$ cat src/rtl/uart_rx_fifo_if.sv
// uart_rx_fifo_if: register bus between the CPU data path and the UART receiver
interface uart_rx_fifo_if;
    logic [63:0] addr;
    logic [2:0]  rd_ctrl;
    logic [2:0]  wr_ctrl;
    logic [63:0] data_in;
    logic [63:0] data_out;
    logic        valid;
    modport master (output addr, rd_ctrl, wr_ctrl, data_in, input data_out, valid);
    modport slave  (input addr, rd_ctrl, wr_ctrl, data_in, output data_out, valid);
endinterface

$ cat src/rtl/uart_rx_fifo.sv
// uart_rx_fifo: 8N1 UART receiver feeding a small FIFO drained through a register bus
module uart_rx_fifo #(
    parameter int CLK_FREQ   = 50_000_000,
    parameter int BAUD       = 115200,
    parameter int FIFO_DEPTH = 8
) (
    input  logic           clk,
    input  logic           rst_n,
    input  logic           uart_rxd,
    uart_rx_fifo_if.slave  bus,
    output logic           rx_irq
);
    localparam int DIV = CLK_FREQ / BAUD;
    localparam int AW  = $clog2(FIFO_DEPTH);
    localparam int CW  = $clog2(DIV);
    localparam logic [CW-1:0] HALF = CW'(DIV / 2 - 1);
    localparam logic [CW-1:0] FULL = CW'(DIV - 1);

    typedef enum logic [1:0] {IDLE, START, DATA, STOP} state_t;

    state_t        state;
    logic          rx_meta, rxs;
    logic [CW-1:0] cnt;
    logic [2:0]    bit_idx;
    logic [7:0]    shreg;
    logic [7:0]    mem [FIFO_DEPTH];
    logic [AW:0]   wr_ptr, rd_ptr, count;
    logic          ovr, ferr, prev_rd;
    logic [3:0]    prev_off, off;
    logic          rd, wr, first_rd, empty, full, pop, push, stop_tick, ovr_ev, ferr_ev;
    logic          unused;

    assign off       = bus.addr[3:0];
    assign rd        = |bus.rd_ctrl;
    assign wr        = |bus.wr_ctrl;
    assign first_rd  = rd && !(prev_rd && prev_off == off);
    assign count     = wr_ptr - rd_ptr;
    assign empty     = count == '0;
    assign full      = count == (AW + 1)'(FIFO_DEPTH);
    assign pop       = first_rd && off == 4'h0 && !empty;
    assign stop_tick = state == STOP && cnt == FULL;
    assign push      = stop_tick && rxs && (!full || pop);
    assign ovr_ev    = stop_tick && rxs && full && !pop;
    assign ferr_ev   = stop_tick && !rxs;
    assign rx_irq    = !empty;
    assign unused    = ^{bus.addr[63:4], bus.data_in[63:4], bus.data_in[1:0]};

    // two-flop synchroniser, idles high so reset never looks like a start bit
    always_ff @(posedge clk or negedge rst_n)
        if (!rst_n) {rxs, rx_meta} <= 2'b11;
        else        {rxs, rx_meta} <= {rx_meta, uart_rxd};

    // receive state machine: mid-bit sampling, LSB first
    always_ff @(posedge clk or negedge rst_n)
        if (!rst_n) begin
            state   <= IDLE;
            cnt     <= '0;
            bit_idx <= '0;
            shreg   <= '0;
        end else begin
            case (state)
                IDLE:  if (!rxs) begin
                           cnt   <= '0;
                           state <= START;
                       end
                START: if (cnt == HALF) begin
                           cnt     <= '0;
                           bit_idx <= '0;
                           state   <= rxs ? IDLE : DATA;
                       end else cnt <= cnt + 1'b1;
                DATA:  if (cnt == FULL) begin
                           cnt     <= '0;
                           shreg   <= {rxs, shreg[7:1]};
                           bit_idx <= bit_idx + 1'b1;
                           if (bit_idx == 3'd7) state <= STOP;
                       end else cnt <= cnt + 1'b1;
                STOP:  if (cnt == FULL) begin
                           cnt   <= '0;
                           state <= IDLE;
                       end else cnt <= cnt + 1'b1;
                default: state <= IDLE;
            endcase
        end

    // FIFO storage needs no reset; validity is tracked by the pointers
    always_ff @(posedge clk)
        if (push) mem[wr_ptr[AW-1:0]] <= shreg;

    // FIFO pointers; the extra MSB separates full from empty
    always_ff @(posedge clk or negedge rst_n)
        if (!rst_n) begin
            wr_ptr <= '0;
            rd_ptr <= '0;
        end else begin
            if (push) wr_ptr <= wr_ptr + 1'b1;
            if (pop)  rd_ptr <= rd_ptr + 1'b1;
        end

    // sticky error flags; a new event wins over a simultaneous clear
    always_ff @(posedge clk or negedge rst_n)
        if (!rst_n) begin
            ovr  <= 1'b0;
            ferr <= 1'b0;
        end else begin
            ovr  <= ovr_ev  | (ovr  & !(wr && off == 4'h8 && bus.data_in[2]));
            ferr <= ferr_ev | (ferr & !(wr && off == 4'h8 && bus.data_in[3]));
        end

    // registered read port; a held RXDATA strobe keeps the byte already popped
    always_ff @(posedge clk or negedge rst_n)
        if (!rst_n) begin
            bus.data_out <= '0;
            bus.valid    <= 1'b0;
            prev_rd      <= 1'b0;
            prev_off     <= '0;
        end else begin
            bus.valid <= rd;
            prev_rd   <= rd;
            prev_off  <= off;
            if (rd)
                bus.data_out <= off == 4'h0 ? (first_rd ? (empty ? '0 : {55'b0, 1'b1, mem[rd_ptr[AW-1:0]]}) : bus.data_out)
                              : off == 4'h8 ? {56'b0, 4'(count), ferr, ovr, full, !empty}
                              : '0;
        end
endmodule

$ cat src/flat_wrapper.sv
// flat-port wrapper written by rule: the top's interface ports become plain ports
module uart_rx_fifo_flat 
#(
    parameter int CLK_FREQ   = 50_000_000,
    parameter int BAUD       = 115200,
    parameter int FIFO_DEPTH = 8
)
  (clk, rst_n, uart_rxd, rx_irq, bus_addr, bus_rd_ctrl, bus_wr_ctrl, bus_data_in, bus_data_out, bus_valid);
  uart_rx_fifo_if bus_i ();
  input  logic clk;
  input  logic rst_n;
  input  logic uart_rxd;
  output logic rx_irq;
  input wire logic [$bits(bus_i.addr)-1:0] bus_addr;
  input wire logic [$bits(bus_i.rd_ctrl)-1:0] bus_rd_ctrl;
  input wire logic [$bits(bus_i.wr_ctrl)-1:0] bus_wr_ctrl;
  input wire logic [$bits(bus_i.data_in)-1:0] bus_data_in;
  output wire logic [$bits(bus_i.data_out)-1:0] bus_data_out;
  output wire logic [$bits(bus_i.valid)-1:0] bus_valid;
  assign bus_i.addr = bus_addr;
  assign bus_i.rd_ctrl = bus_rd_ctrl;
  assign bus_i.wr_ctrl = bus_wr_ctrl;
  assign bus_i.data_in = bus_data_in;
  assign bus_data_out = bus_i.data_out;
  assign bus_valid = bus_i.valid;
  uart_rx_fifo #(.CLK_FREQ(CLK_FREQ), .BAUD(BAUD), .FIFO_DEPTH(FIFO_DEPTH)) u_core (.clk(clk), .rst_n(rst_n), .uart_rxd(uart_rxd), .bus(bus_i), .rx_irq(rx_irq));
endmodule
$ cat config.mk
export PLATFORM = sky130hd
export DESIGN_NAME = uart_rx_fifo_flat
export DESIGN_NICKNAME = d
export VERILOG_FILES = /design/src/rtl/uart_rx_fifo_if.sv /design/src/rtl/uart_rx_fifo.sv /design/src/flat_wrapper.sv
export SDC_FILE = /design/constraint.sdc
export NUM_CORES = 1
export LEC_CHECK = 0
export ABC_AREA = 1
export CAP_MARGIN = 20
export CELL_PAD_IN_SITES_DETAIL_PLACEMENT = 1
export CELL_PAD_IN_SITES_GLOBAL_PLACEMENT = 1
export CORE_MARGIN = 2
export CORE_UTILIZATION = 33
export DETAILED_ROUTE_END_ITERATION = 6
export GPL_TIMING_DRIVEN = 1
export PLACE_DENSITY = 0.78
export SYNTH_ARGS = -nofsm -noshare
export SYNTH_HDL_FRONTEND = slang
export SYNTH_SLANG_ARGS = --single-unit
$ cat constraint.sdc
create_clock -name clk -period 3.1 [get_ports clk]
set_clock_uncertainty 0.1 [all_clocks]
set_input_delay 0.31 -clock clk [delete_from_list [all_inputs] [get_ports clk]]
set_output_delay 0.31 -clock clk [all_outputs]
set_load 0.02 [all_outputs]
==> results.json <==
{
  "worst_ir_drop_vdd_mv": 0.3475,
  "p_clk_frac": 0.403,
  "dieArea_mm2": 0.01849,
  "worstPathRequired_ps": 2980,
  "path_clk_slew_ps": 70,
  "worst_pin_slew_ps": 842.3,
  "max_freq_ghz": 0.3366,
  "rrSetupSlack_ps": 130,
  "syn_inst": 624,
  "fin_crit_sh": 0.9585,
  "portBuffers": 25,
  "report.final.slew_viol_count": 0,
  "start_util": 0.3346,
  "arrival_ps": 2850,
  "grt_pass1_vias": 4184,
  "clock_latency_ps": 350,
  "ys_seq_area_frac": 0.5438,
  "worst_slack_ps": 128.7,
  "maxCapViolations": 0,
  "grt_setup_unrepaired": "true",
  "die_w_um": 136.0,
  "vias_per_cell": 4.554,
  "p_leak_uw": 0.002906,
  "grt_pass1_wl_um": 20960,
  "avgSynthCellArea_um2": 9.212,
  "antenna_found_initial": 0,
  "clk_path_buf_depth": 2,
  "seqPwrFrac": 0.547,
  "switching_share": 0.2261,
  "status": "complete, no violations",
  "p_int_uw": 2233,
  "ios": 203,
  "drt-initial-drc-count": 195,
  "power.density_mw_per_mm2": 453.9,
  "drt_pass1_iterations": 4,
  "fp.coreArea_mm2": 0.01718,
  "critPathLaunchType": "flop",
  "synth_cell_types": 39,
  "drtAntennaViolNets": 0,
  "postCtsSetupBuffers": 0,
  "antenna_cells": 0,
  "fin_crit_ps": 2971,
  "drive_gt1_frac": 0.1091,
  "synth_seq_cells": 112,
  "rows": 48,
  "cts-root-buf": "clkbuf_16",
  "yosys_warnings": 0,
  "grt_overflow": 0,
  "cts_tree": "done",
  "drc": 0,
  "fillers": 2010,
  "p_switching_uw": 652.2,
  "fin_tns_setup_ps": 0,
  "routed_wl_um": 13150,
  "numCtsBuffers": 9,
  "h-tree-depth": 3,
  "end_kind": "flop",
  "grt_max_degree": 36,
  "layout.nets": 803,
  "path_max_fanout": 8,
  "die_y_um": 136.0,
  "area.growth.synth_to_final_pct": 10.58,
  "hp-class": "reg2reg",
  "num_vias": 4030,
  "hold_viol": 0,
  "power_frac_comb": 0.050,
  "syn_area_mm2": 0.005748,
  "setup_viol": 0,
  "track_usage": 0.1489,
  "p_total_uw": 2885,
  "hpwl_um": 9269,
  "gp_congestion": 0.7268,
  "post-place-ws_ps": 111.9,
  "cts.sinks": 112,
  "slew-limit-headroom": 0.4364,
  "wl_per_cell_um": 14.86,
  "path_class": "reg2reg"
}
==> power groups by stage <==
stage,clock network (µW),registers [µW],logic (µW)
floorplan,0,1610,142
global placement,0,1610,143
detailed placement,0,1610,145
CTS,1170,1580,147
global route,1240,1580,159
finish,1160,1580,145
==> synthesized netlist by cell type <==
master	n	area [µm²]
nand2_1	184	690.7
edfxtp_1	64	1922
buf_4	55	412.9
inv_1	52	195.2
dfrtp_1	46	1151
nand3_1	45	225.2
nor2_1	40	150.1
a21oi_1	21	105.1
o21ai_0	15	75.07
inv_2	11	41.29
buf_2	10	50.05
ha_1	10	125.1
nand2_2	7	43.79
nor2_4	7	78.83
nor3_1	6	30.03
o21ai_1	6	30.03
xor2_1	5	43.79
nand3_2	4	40.04
nand4_1	3	18.77
nor2_2	3	18.77
o21ai_2	3	26.28
o22ai_1	3	18.77
a31oi_1	2	12.51
clkbuf_1	2	7.510
dfstp_2	2	52.55
nand2_4	2	22.52
nor3_2	2	20.02
o31ai_1	2	15.01
xnor2_1	2	17.52
a21boi_2	1	11.26
a21oi_2	1	8.760
buf_6	1	11.26
buf_8	1	15.01
clkinv_1	1	3.750
conb_1	1	3.750
fa_1	1	20.02
nor4_4	1	21.27
or2_0	1	6.260
or2_1	1	6.260
==> path summary, 6_finish.rpt <==
check	start	endpoint	cells past startpoint
worst max-delay path	u_core.wr_ptr[0]	u_core.mem[3][6]	11
worst min-delay path	u_core.rx_meta	u_core.rxs	0
worst max register to register	u_core.wr_ptr[0]	u_core.mem[3][6]	11
worst min register to register	u_core.rx_meta	u_core.rxs	0
max in group asynchronous	rst_n	u_core.shreg[2]	3
min in group asynchronous	rst_n	u_core.cnt[4]	2
==> repair_timing <==
action | CTS | global route
endpoints found under the setup margin | 0 | 32
resized for setup | 0 | 3
endpoints found under the hold margin | 28 | 0
hold buffers | 1 | 0
==> layout by cell type, fill, tap and decap left out, types with 5 or more instances in the layout <==
cell               n
o21ai_1            6
clkdlybuf4s50_1   24
conb_1            55
buf_4              9
o21ai_0           15
inv_2             11
dfrtp_1           46
nand2_1          184
nor2_2             6
nor3_1             6
nand2_2            7
nand3_1           45
clkbuf_16          9
xor2_1             5
inv_1             52
ha_1              10
a21oi_1           21
edfxtp_1          64
nor2_1            37
nor2_4             7
==> cell type report <==
class | count | area (µm²) | area share
clock buffers | 10 | 229.0 | 0.03602
clock inverters | 6 | 61.31 | 0.009646
inverters | 64 | 240.2 | 0.03780
multi-input cells | 433 | 2096 | 0.3297
flip-flops and latches | 112 | 3126 | 0.4917
well taps | 225 | 281.5 | 0.04429
repair buffers | 35 | 322.8 | 0.05079
==> critical path, stage by stage, from the launching register on <==
cell	delay (ps)
dfrtp_1	390
inv_1	140
ha_1	170
inv_1	60
fa_1	500
inv_1	40
nand2_1	50
nor2_1	60
a21boi_2	180
nand2_4	130
nand3_2	100
nor2_1	650
==> sequential cells by signal, summed over array words and instances (netlist names), named ones only <==
name / count
u_core.mem: 64
u_core.bus.data_out: 9
u_core.cnt: 9
u_core.shreg: 8
u_core.prev_off: 4
u_core.rd_ptr: 4
u_core.wr_ptr: 4
u_core.bit_idx: 3
u_core.bus.valid: 1
u_core.ferr: 1
u_core.ovr: 1
u_core.rx_meta: 1
u_core.rxs: 1
u_core.state: 1
==> metal layers <==
metal,up-vias,part of all wire,global-route usage,routed length (µm)
li1,1971,-,-,-
met1,1991,0.42,0.1702,5577
met2,52,0.53,0.2747,6978
met3,16,0.027,0.02983,359
met4,0,0.018,0.05324,233
met5,-,0,0,0
==> cell families after synthesis <==
family,count (synthesis),share of synthesized area
DFF,112,0.5438
AOI/OAI and AO/OA,54,0.05268
adders and majority gates,11,0.02525
xor gates and xnor gates,7,0.01067
other,1,0.0006524
buffers and inverters,133,0.1282
and+or+nand+nor,306,0.2388
==> per-stage QoR <==
stage / instance area (µm²) / hold WS [ps] / cells / util
2_1_floorplan: 5951 / -85.59 / 678 / -
3_3_place_gp: 6048 / 246.4 / 868 / 0.3521
3_5_place_dp: 6048 / 249.4 / 868 / 0.3521
4_1_cts: 6349 / 260.3 / 885 / 0.3696
5_1_grt: 6356 / 265.8 / 885 / 0.3700
6_report: 6356 / 260.2 / 885 / 0.3700
Power figures use the tool's default switching activity.
